===== config.mk =====
export PLATFORM = sky130hd
export DESIGN_NAME = spi_segment_scan_controller
export DESIGN_NICKNAME = d
export VERILOG_FILES = /design/src/rtl/spi_segment_scan_controller.sv
export SDC_FILE = /design/constraint.sdc
export NUM_CORES = 1
export LEC_CHECK = 0
export ABC_AREA = 0
export CORE_UTILIZATION = 60
export CTS_CLUSTER_DIAMETER = 120
export DETAILED_ROUTE_END_ITERATION = 8
export PLACE_DENSITY = 0.81
export SYNTH_ARGS = -nofsm -noshare
export SYNTH_HDL_FRONTEND = slang
export SYNTH_SLANG_ARGS = --single-unit

===== constraint.sdc =====
create_clock -name clk -period 2.47 [get_ports clk]
set_input_delay 0.741 -clock clk [delete_from_list [all_inputs] [get_ports clk]]
set_output_delay 0.741 -clock clk [all_outputs]
set_load 0.02 [all_outputs]

===== src/rtl/spi_segment_scan_controller.sv =====
// SPI-programmed multiplexed 7-segment scan controller with blanking between digits.
// Optional hex decoder is built when SEG_HEX_DECODE_EN is defined.
`timescale 1ns/1ps

module spi_segment_scan_controller #(
    parameter int          NUM_DIGITS   = 4,
    parameter logic [23:0] SCAN_DIV     = 24'd10_000,
    parameter logic [7:0]  BLANK_CYCLES = 8'd16
) (
    input  logic                  clk,
    input  logic                  rst_n,
    input  logic                  spi_sck,
    input  logic                  spi_cs_n,
    input  logic                  spi_mosi,
    output logic [7:0]            seg_out,
    output logic [NUM_DIGITS-1:0] dig_en,
    output logic                  frame_err
);

    localparam int          DW         = (NUM_DIGITS > 1) ? $clog2(NUM_DIGITS) : 1;
    localparam logic [0:0]  ST_BLANK   = 1'b0;
    localparam logic [0:0]  ST_SHOW    = 1'b1;
    localparam logic [7:0]  CTRL_ADDR  = 8'h10;
    localparam logic [23:0] BLANK_LAST = {16'd0, BLANK_CYCLES} - 24'd1;
    localparam logic [23:0] SHOW_LAST  = SCAN_DIV - 24'd1;
    localparam logic [DW-1:0] D_LAST   = DW'(NUM_DIGITS - 1);

    logic sck_s1, sck_s2, sck_d;
    logic cs_s1, cs_s2, cs_d;
    logic mosi_s1, mosi_s2;

    // Synchronizers idle with cs_n high so reset release never looks like a frame end.
    always_ff @(posedge clk or negedge rst_n) begin
        if (!rst_n) begin
            sck_s1  <= 1'b0;
            sck_s2  <= 1'b0;
            sck_d   <= 1'b0;
            cs_s1   <= 1'b1;
            cs_s2   <= 1'b1;
            cs_d    <= 1'b1;
            mosi_s1 <= 1'b0;
            mosi_s2 <= 1'b0;
        end else begin
            sck_s1  <= spi_sck;
            sck_s2  <= sck_s1;
            sck_d   <= sck_s2;
            cs_s1   <= spi_cs_n;
            cs_s2   <= cs_s1;
            cs_d    <= cs_s2;
            mosi_s1 <= spi_mosi;
            mosi_s2 <= mosi_s1;
        end
    end

    logic        sck_rise, cs_rise;
    logic [4:0]  bit_cnt;
    logic [14:0] shift;
    logic [15:0] frame;
    logic [7:0]  addr, data;
    logic        last_bit, addr_digit, addr_ctrl;
    logic        wr_digit, wr_ctrl, bad_addr, short_frame;

    assign sck_rise    = sck_s2 & ~sck_d;
    assign cs_rise     = cs_s2 & ~cs_d;
    // The 16th bit is taken straight from the synchronizer so the write lands in this cycle.
    assign frame       = {shift, mosi_s2};
    assign addr        = frame[15:8];
    assign data        = frame[7:0];
    assign last_bit    = ~cs_s2 & sck_rise & (bit_cnt == 5'd15);
    assign addr_digit  = addr < 8'(NUM_DIGITS);
    assign addr_ctrl   = addr == CTRL_ADDR;
    assign wr_digit    = last_bit & addr_digit;
    assign wr_ctrl     = last_bit & addr_ctrl;
    assign bad_addr    = last_bit & ~addr_digit & ~addr_ctrl;
    assign short_frame = cs_rise & (bit_cnt != 5'd0) & (bit_cnt < 5'd16);

    always_ff @(posedge clk or negedge rst_n) begin
        if (!rst_n) begin
            bit_cnt   <= 5'd0;
            shift     <= 15'd0;
            frame_err <= 1'b0;
        end else begin
            frame_err <= bad_addr | short_frame;
            if (cs_s2) begin
                bit_cnt <= 5'd0;
                shift   <= 15'd0;
            end else if (sck_rise && bit_cnt != 5'd16) begin
                bit_cnt <= bit_cnt + 5'd1;
                shift   <= {shift[13:0], mosi_s2};
            end
        end
    end

    logic [7:0] pat [NUM_DIGITS];
    logic       disp_en;
`ifdef SEG_HEX_DECODE_EN
    logic       hex_mode;
`endif

    always_ff @(posedge clk or negedge rst_n) begin
        if (!rst_n) begin
            for (int i = 0; i < NUM_DIGITS; i++) pat[i] <= 8'h00;
            disp_en  <= 1'b1;
`ifdef SEG_HEX_DECODE_EN
            hex_mode <= 1'b0;
`endif
        end else begin
            if (wr_digit) pat[addr[DW-1:0]] <= data;
            if (wr_ctrl) begin
                disp_en  <= data[0];
`ifdef SEG_HEX_DECODE_EN
                hex_mode <= data[1];
`endif
            end
        end
    end

`ifdef SEG_HEX_DECODE_EN
    function automatic logic [6:0] hex7(input logic [3:0] v);
        case (v)
            4'h0: hex7 = 7'h3F;
            4'h1: hex7 = 7'h06;
            4'h2: hex7 = 7'h5B;
            4'h3: hex7 = 7'h4F;
            4'h4: hex7 = 7'h66;
            4'h5: hex7 = 7'h6D;
            4'h6: hex7 = 7'h7D;
            4'h7: hex7 = 7'h07;
            4'h8: hex7 = 7'h7F;
            4'h9: hex7 = 7'h6F;
            4'hA: hex7 = 7'h77;
            4'hB: hex7 = 7'h7C;
            4'hC: hex7 = 7'h39;
            4'hD: hex7 = 7'h5E;
            4'hE: hex7 = 7'h79;
            default: hex7 = 7'h71;
        endcase
    endfunction
`endif

    logic [0:0]            state, state_nx;
    logic [23:0]           cnt, cnt_nx;
    logic [DW-1:0]         d, d_nx;
    logic [7:0]            seg_raw, seg_val;
    logic [NUM_DIGITS-1:0] dig_nx;

    always_comb begin
        state_nx = state;
        cnt_nx   = cnt + 24'd1;
        d_nx     = d;
        if (!disp_en) begin
            state_nx = ST_BLANK;
            cnt_nx   = 24'd0;
            d_nx     = '0;
        end else if (state == ST_BLANK) begin
            if (cnt == BLANK_LAST) begin
                state_nx = ST_SHOW;
                cnt_nx   = 24'd0;
            end
        end else if (cnt == SHOW_LAST) begin
            state_nx = ST_BLANK;
            cnt_nx   = 24'd0;
            d_nx     = (d == D_LAST) ? '0 : d + DW'(1);
        end
    end

    // Outputs are registered from the next state so they track the FSM with no extra lag.
    always_comb begin
        seg_raw = pat[d_nx];
        seg_val = seg_raw;
`ifdef SEG_HEX_DECODE_EN
        if (hex_mode) seg_val = {seg_raw[7], hex7(seg_raw[3:0])};
`endif
        dig_nx = '0;
        for (int i = 0; i < NUM_DIGITS; i++)
            dig_nx[i] = (state_nx == ST_SHOW) && (d_nx == DW'(i));
    end

    always_ff @(posedge clk or negedge rst_n) begin
        if (!rst_n) begin
            state   <= ST_BLANK;
            cnt     <= 24'd0;
            d       <= '0;
            seg_out <= 8'h00;
            dig_en  <= '0;
        end else begin
            state   <= state_nx;
            cnt     <= cnt_nx;
            d       <= d_nx;
            seg_out <= (state_nx == ST_SHOW) ? seg_val : 8'h00;
            dig_en  <= dig_nx;
        end
    end

endmodule


# == After elaboration in Yosys (flattened, before gate mapping) ==
# Cells that the tools add are included.
# classes
n_eq_ne,9
n_mux,23
n_bitwise,18
order_cmp,5
reduce_logical,9
add_sub_neg,3
# op_table
op,n
$mux 24,4
$bwmux 32,1
$mux 8,4
$mux 15,2
$add 24x1->24 const B,1
$eq 24x14->1 const B,1
$eq 24x4->1 const B,1
$bmux 8 s2,1
$demux 8 s2,1
$and 1x1->1,10
$mux 5,2
$eq 8x5->1 const B,1
$lt 8x3->1 const B,1
$mux 2,4
$eq 2x2->1 const B,3
$ge 3x3->1 const B,2
$logic_and 1x1->1,6
$not 2->3,2
$add 5x1->5 const B,1
$eq 5x4->1 const B,1
$lt 5x5->1 const B,1
$ne 5x5->1 const B,1
$not 1->1,5
$reduce_bool 5->1,1
7 further kinds,10
# word_totals
inputBits,5
reg_bits,101
out_inout_bits,13
wordCells,88

# == Depth between registers and ports, before layout ==
# Gate-level depths: netlist (run 1).
# logic_depth
word_depth,10
ltp_mapped,9

# == Least setup slack after synthesis (run 1) ==
# OpenSTA, ideal clock, no wires.
# synth_timing
kind,flip-flop to flip-flop
startpoint,register bit_cnt[0]
endpoint,register pat[10] (netlist bit)
path_buffers,0
period_less_slack_ps,2128
required_ps,2345
path_stages_with_launch,9
arrival_time_ps,2003
setup_ps,125
slack_ps,342
cell_sequence,dfrtp_1 > ha_1 > and3_1 > ha_1 > nor4b_1 > nand2_1 > nor2_1 > nand3b_1 > mux2_2
# synth_between
elab_chain_cells,3
# synth_lines
item,line_no,text
from (decl),56,logic [4:0] bit_cnt;
from (signal assigned),88,bit_cnt <= bit_cnt + 5'd1;
$eq 5x4->1,69,assign last_bit = ~cs_s2 & sck_rise & (bit_cnt == 5'd15);
$and 1x1->1,69,
$and 1x1->1,72,assign wr_digit = last_bit & addr_digit;
"to (signal, indexed assignment)",108,if (wr_digit) pat[addr[DW-1:0]] <= data;
to (decl),94,logic [7:0] pat [NUM_DIGITS];
# No other way between the ends.
# A chain may end at the register's enable or synchronous reset.

# == Worst setup path after layout (run 1) ==
# layout_timing
startpoint,register cnt[15]
endpoint,register seg_out[7]
# layout_between
elab_chain_cells,9
# layout_lines
item,line_no,text
from (decl),142,"logic [23:0] cnt, cnt_nx;"
from (signal assigned),188,cnt <= cnt_nx;
$eq 24x14->1,160,end else if (cnt == SHOW_LAST) begin
$mux 2,160,
$mux 2,155,end else if (state == ST_BLANK) begin
$mux 2,151,if (!disp_en) begin
$not 2->3 (implied by the code),169,seg_raw = pat[d_nx];
$bmux 8 s2,169,
$mux 8 (implied by the code) (2 in series),169,
$mux 8 *,190,seg_out <= (state_nx == ST_SHOW) ? seg_val : 8'h00;
to (signal assigned),190,
to (decl),15,"output logic [7:0] seg_out,"
# Every way passes the cells marked *; elsewhere a longest branch is shown, timed or not. The select of a mux whose other input is x is not followed.

==> results of run 1 <==
-- where the power goes --
| group | total (mW) | switching [mW] | internal, mW |
|---|---|---|---|
| Sequential | 1.68 | 0.0111 | 1.67 |
| Clock | 1.02 | 0.622 | 0.402 |
| Combinational | 0.0868 | 0.0566 | 0.0302 |
| Total | 2.79 | 0.690 | 2.10 |
-- registers in the layout (all words and copies together), names as in the netlist, 2 cells and up --
| name | cells |
|---|---|
| pat | 32 |
| cnt | 24 |
| shift | 15 |
| seg_out | 8 |
| bit_cnt | 5 |
| dig_en | 4 |
| d | 2 |
-- placed cells by master, fill, tap and decap left out, types with 2 or more instances in the layout --
cell	count
clkbuf_8	9
nand2_2	2
buf_12	2
or4_1	3
dfstp_2	4
inv_8	2
mux2i_1	29
a211oi_1	3
clkdlybuf4s50_1	16
inv_6	3
buf_4	11
o22ai_1	6
dfrtp_1	97
inv_1	8
and4_2	2
nor4_4	4
a21oi_1	2
and3_1	5
and4_1	2
nand4_1	6
nor3_1	5
o21ai_0	2
nor2_1	56
nand3_1	10
ha_1	5
nand2_1	18
xnor2_1	9
a221oi_1	2
nand3b_1	2
mux2_2	34
xor2_1	15
and2_1	4
-- cell usage after synthesis, types with 2 or more instances --
cell type / count
o21ai_0: 2
and2_1: 4
nor4_4: 2
a221oi_1: 2
buf_2: 2
nor2_1: 56
and4_1: 2
ha_1: 5
nand2_1: 19
or4_1: 3
mux2_2: 34
o22ai_1: 6
inv_1: 8
a211oi_1: 3
xor2_1: 15
nor3_1: 5
xnor2_1: 9
a21oi_1: 2
clkbuf_1: 6
and3_1: 5
nand3_1: 11
mux2i_1: 29
nor4_2: 2
nand3b_1: 2
dfrtp_1: 97
and4_2: 2
nand4_1: 6
dfstp_2: 4
-- worst max-delay path: cells and delay by family (launching register included) --
family	cells	cell delay, ps
compound gates	2	280
mux	1	260
flops	1	480
buf+inv	1	240
simple gates	3	950
-- final cells by class --
cell class | count | area, µm²
Timing Repair Buffer | 29 | 283
Fill cell | 483 | 1940
Sequential cell | 101 | 2530
Inverter | 8 | 30.0
Clock buffer | 9 | 124
Multi-Input combinational cell | 241 | 1840
Tap cell | 96 | 120
Clock inverter | 7 | 73.8
-- stage by stage --
| step | hold slack [ps] | instances |
|---|---|---|
| final | 335 | 491 |
| after global routing | 360 | 491 |
| after CTS | 341 | 490 |
| after detailed placement | 335 | 474 |
| after global placement | 333 | 474 |
| after floorplan | 331 | 360 |
-- worst max-delay path by stage --
stage,cells after the start,slack (ps),endpoint
finish,7,140,seg_out[7]
detailed placement,8,80,pat[2]
CTS,8,50,pat[2]
global placement,8,160,pat[7]
global route,6,-1,seg_out[6]
floorplan,8,340,pat[10]
-- cell families after synthesis --
| family | after synthesis |
|---|---|
| simple gates | 127 |
| compound gates | 21 |
| buf+inv | 18 |
| xor+xnor | 24 |
| fa+ha+maj | 5 |
| mux | 64 |
| flops | 101 |
-- layer usage --
layer	global-route usage	vias to the layer above	routed length, µm
met2	0.365	41	3660
met3	0.0613	9	236
met1	0.317	1389	3620
li1	-	1317	-
met4	0.0686	0	109
met5	0	-	0
-- repair_timing --
item                       in CTS  in global routing
resized for setup               0                  5
setup endpoints to repair       0                 28
setup buffers                   0                  1
hold buffers                    0                  0
==> summary.md, run 1 <==
| Metric | Value |
|---|---|
| Status | `finished clean` |
| CP max FO | `10` |
| Post-Synth XOR/XNOR Area | `0.0478` |
| Port bufs | `17` |
| Yosys reg bits | `slightly above 100` |
| Pre-CTS WS | `81.9 ps` |
| Mux contribution to synthesized area | `0.158` |
| Predominant post-synthesis flop cell | `dfrtp_1` |
| Tcrit/Tclk final | `0.943` |
| Netlist cell types | `45` |
| Max VDD drop | `0.000405 V` |
| GRT Util Overall | `0.231` |
| CP Class | `register to register` |
| Area leader, netlist | `dfrtp_1` |
| Setup TNS | `0 ps` |
| # clock sinks | `101` |
| Largest net degree at the start of global routing | `40` |
| Final nets | `400` |
| Worst-skew pair later-pin latency | `370 ps` |
| Die H | `87.6 µm` |
| Cells after Synth | `360` |
| Post-Place Cell Area | `4760 µm²` |
| Worst Tran Pin Value | `515 ps` |
| Antenna viol nets, final | `0` |
| # DRC | `0` |
| Clock root buffer master | `clkbuf_8` |
| CTS Buf Count | `9` |
| DPL Wire Length | `5240 µm` |
| Largest family of logic cells by synthesized area | `multiplexers` |
| FF-to-FF End | `seg_out[7]` |
| PD cells | `approximately 560 nW/µm²` |
| Worst r2r src | `cnt[15]` |
| Die X | `approximately 88 µm` |
| Ys async rst share | `1.00` |
| H-tree levels | `3` |
| Worst r2r path cells | `7` |
| Core area | `6940 µm²` |
| Post-DR vias/cell | `5.61` |
| Deepest clock path buffer count | `2` |
| Drt pass-1 iters | `4` |
| Adder-cell share of the synthesized area | `0.0142` |
| Total gr overflow | `0` |
| Synth-to-Final Area Change | `13.8%` |
| Post-layout util | `0.720` |
| CTS tree | `done` |
| Synth Area in Simple Gates | `0.153` |
| First-pass GRT wire length | `13200 µm` |
| Synthesized area | `4400 µm²` |
| Layout cells sized above 1 | `0.210` |
| CP startpoint | `cnt[15]` |
| Top cell type's share of synthesized area | `0.552` |
| Avg Cell Area, Syn | `between 10 and 15 µm²` |
| Slew Viols, Final | `0` |
| Max Cap Viol | `0` |
| Crit path DAT | `2570 ps` |
| Final hold viol count | `0` |
| Routability congestion estimate | `0.828` |
| Setup violations, final | `0` |
| Tmin final | `2330 ps` |
| Net Count, Synth | `370` |
| Finished Cell Area | `5000 µm²` |
| Max-Slew Margin vs Limit | `0.657` |
| CP max stage cell | `dfrtp_1` |
| Initial Utilization | `0.633` |
| Leak pwr | `2.37 nW` |
| Worst reg-to-reg setup slack | `~140 ps` |
| Reg clk slew, reported paths | `around 100 ps` |
| Antenna cells | `0` |
| Std cell rows | `30` |
| Worst path required time | `~2700 ps` |
| Synth warnings | `0` |
| Detailed Route Iter0 Violations | `118` |
| Achievable Freq | `0.429 GHz` |
| CP Capture Type | `register` |
| Final WS setup | `141 ps` |
| Ports | `18` |
| Area contributors post-synth | `dfrtp_1 55%, mux2_2 8.7%, mux2i_1 6.6%` |
| Post-Route WL | `7630 µm` |
| Crit path cell chain | `nor4_4 -> nand2_2 -> or3_4 -> a22oi_1 -> buf_4 -> mux2i_1 -> o22ai_1` |
| Initial antenna violation count | `0` |
| Register area share after synthesis | `0.576` |
| Setup Skew | `10.0 ps` |
| Compound-gate portion of the synthesized area | `0.0333` |
| Vias in the first global route | `2816` |
| Startpoint Class | `register` |
| Via count | `2756` |
| Hold crit path type | `input pin to async pin` |
| Die Area | `7670 µm²` |
| Number of synthesized flops with an enable pin | `0` |
| Power Total | `2.79 mW` |
| CP max stage delay | `about 480 ps` |
| Drt wl/cell | `~16 µm` |
Note: power is estimated with default switching activity, not from simulation.
==> run 2: changes to the inputs <==
--- a/config.mk
+++ b/config.mk
@@ -6,6 +6,7 @@
 export NUM_CORES = 1
 export LEC_CHECK = 0
 export ABC_AREA = 0
+export CAP_MARGIN = 20
 export CORE_UTILIZATION = 60
 export CTS_CLUSTER_DIAMETER = 120
 export DETAILED_ROUTE_END_ITERATION = 8
==> constraint.sdc (replaced) <==
create_clock -name clk -period 3 [get_ports clk]
set_input_delay 0.9 -clock clk [delete_from_list [all_inputs] [get_ports clk]]
set_output_delay 0.9 -clock clk [all_outputs]
set_load 0.02 [all_outputs]
==> run 2 against run 1 <==
  * Power decreased by 20%
  * Maximum frequency is 5.0% lower
  * Routed wire length up 0.80%
  * Clock power shrank 22%
  * Largest cell class unchanged
  * First-iteration DRC count is 19% higher
==> summary.md, run 2 (synthesis gave the netlist of run 1 again) <==
| Metric | Value |
|---|---|
| Status | `finished clean` |
| Postcts setup bufs | `0` |
| Drt wl/cell | `approximately 16 µm` |
| Max Cap Viol | `0` |
| WL met1 | `roughly 3700 µm` |
| CTS tree | `done` |
| Drt pass-1 iters | `5` |
| Setup Skew | `8.20 ps` |
| Max VDD drop | `roughly 0.00026 V` |
| FF-to-FF End | `pat[17]` |
| Setup violations, final | `0` |
| Worst-skew pair later-pin latency | `370 ps` |
| CP Class | `register to register` |
| Port bufs | `17` |
| Deepest clock path buffer count | `2` |
| Crit path DAT | `~2700 ps` |
| Vias in the first global route | `2778` |
| Initial antenna violation count | `0` |
| Leak pwr | `around 2.3 nW` |
| First-pass GRT wire length | `13300 µm` |
| Startpoint Class | `register` |
| Final nets | `391` |
| Std cell rows | `30` |
| Layout cells sized above 1 | `0.184` |
| Hold crit path type | `register to register` |
| Reg clk slew, reported paths | `about 90 ps` |
| Post-DR vias/cell | `5.71` |
| Die X | `between 80 and 90 µm` |
| Top routing layer in use | `met4` |
| Achievable Freq | `0.408 GHz` |
| Largest register FFs | `32` |
| Synth-to-Final Area Change | `10.9%` |
| Tmin final | `2450 ps` |
| Fill count | `between 400 and 500` |
| Final hold viol count | `0` |
| Top Registers | `pat x32, cnt x24, shift x15` |
| H-tree levels | `3` |
| Die Area | `around 7700 µm²` |
| Antenna viol nets, final | `0` |
| Total gr overflow | `0` |
| Slew Viols, Final | `0` |
| DR WL met3 | `274 µm` |
| Power Total | `2.24 mW` |
| Worst path required time | `3260 ps` |
| Worst reg-to-reg setup slack | `550 ps` |
| # DRC | `0` |
| Worst Tran Pin Value | `between 700 and 800 ps` |
| Hold_buf cts | `0` |
| Max-Slew Margin vs Limit | `0.491` |
| PD cells | `460 nW/µm²` |
| Initial Utilization | `0.633` |
| GRT Util Overall | `0.231` |
| CP Capture Type | `register` |
| Antenna cells | `0` |
| Tcrit/Tclk final | `0.817` |
| CP max FO | `8` |
| Core area | `6940 µm²` |
| DPL Wire Length | `5200 µm` |
| Most frequent cells in the layout | `97 x dfrtp_1, 56 x nor2_1, 34 x mux2_2` |
| Unrepaired setup endpoints after global routing | `no` |
| Commonest non-fill, non-tap cell in the layout | `dfrtp_1` |
| Post-Route WL | `7690 µm` |
| Die H | `87.6 µm` |
| Post-cts repair resize count | `0` |
| # clock sinks | `101` |
| Worst r2r path cells | `8` |
| Via count | `2754` |
| Met2 wire length | `3590 µm` |
| Largest net degree at the start of global routing | `62` |
| CP startpoint | `bit_cnt[0]` |
| Setup TNS | `0 ps` |
| Clock root buffer master | `clkbuf_8` |
| Critical Path End | `pat[17]` |
| Worst r2r src | `bit_cnt[0]` |
| CTS Buf Count | `9` |
| Detailed Route Iter0 Violations | `141` |
| Ports | `18` |
| Routability congestion estimate | `roughly 0.75` |
| Top reg by flops | `pat` |
==> run 2: changes by cell type in the layout (fill, tap and decap cells not counted), sizes merged <==
cell,before,now
buf,13,4
inv,13,10
clkinv,2,5
==> run 2: per-layer routing <==
layer,global-route usage,vias to the layer above
li1,-,1306
met5,0,-
met4,0.0999,0
met1,0.323,1380
met3,0.0631,17
met2,0.344,51
==> run 2: per-stage QoR <==
step / cell area, µm² / worst slack (ps) / instances / utilization / hold slack [ps]
after floorplan: 4400 / 872 / 360 / - / 331
after global placement: 4690 / 633 / 466 / 0.676 / 335
after detailed placement: 4690 / 601 / 466 / 0.676 / 339
after CTS: 4880 / 562 / 482 / 0.702 / 361
after global routing: 4880 / 379 / 482 / 0.702 / 364
final: 4880 / 549 / 482 / 0.702 / 359
==> run 2: critical path, stage by stage (launching register included) <==
cell and delay (ps):
dfrtp_1 410, ha_1 180, and3_1 150, ha_1 130, nor4b_1 410, nand2_1 90, nor2_1 220, nand3b_1 360
mux2_2 390
==> run 2: area by class of cell <==
class	count	area (µm²)	area share
clock buffers	9	124	0.0254
flip-flops and latches	101	2530	0.519
inverters	8	30.0	0.00616
clock inverters	7	60.1	0.0123
well taps	96	120	0.0246
repair buffers	20	203	0.0416
multi-input cells	241	1810	0.371
==> run 2: how the worst min path moves through the flow <==
stage	slack, ps	to	depth (start not counted)	startpoint
5_1_grt	360	cs_s2	0	cs_s1
2_1_floorplan	330	mosi_s2	0	mosi_s1
3_3_place_gp	330	sck_s2	0	sck_s1
4_1_cts	360	sck_s2	0	sck_s1
6_report	360	sck_s2	0	sck_s1
3_5_place_dp	340	sck_s2	0	sck_s1
==> run 2: power breakdown <==
group | internal (mW) | switching [mW] | leakage [nW]
logic | 0.0215 | 0.0417 | 0.827
registers | 1.37 | 0.0135 | 1.38
clock network | 0.314 | 0.479 | 0.0957
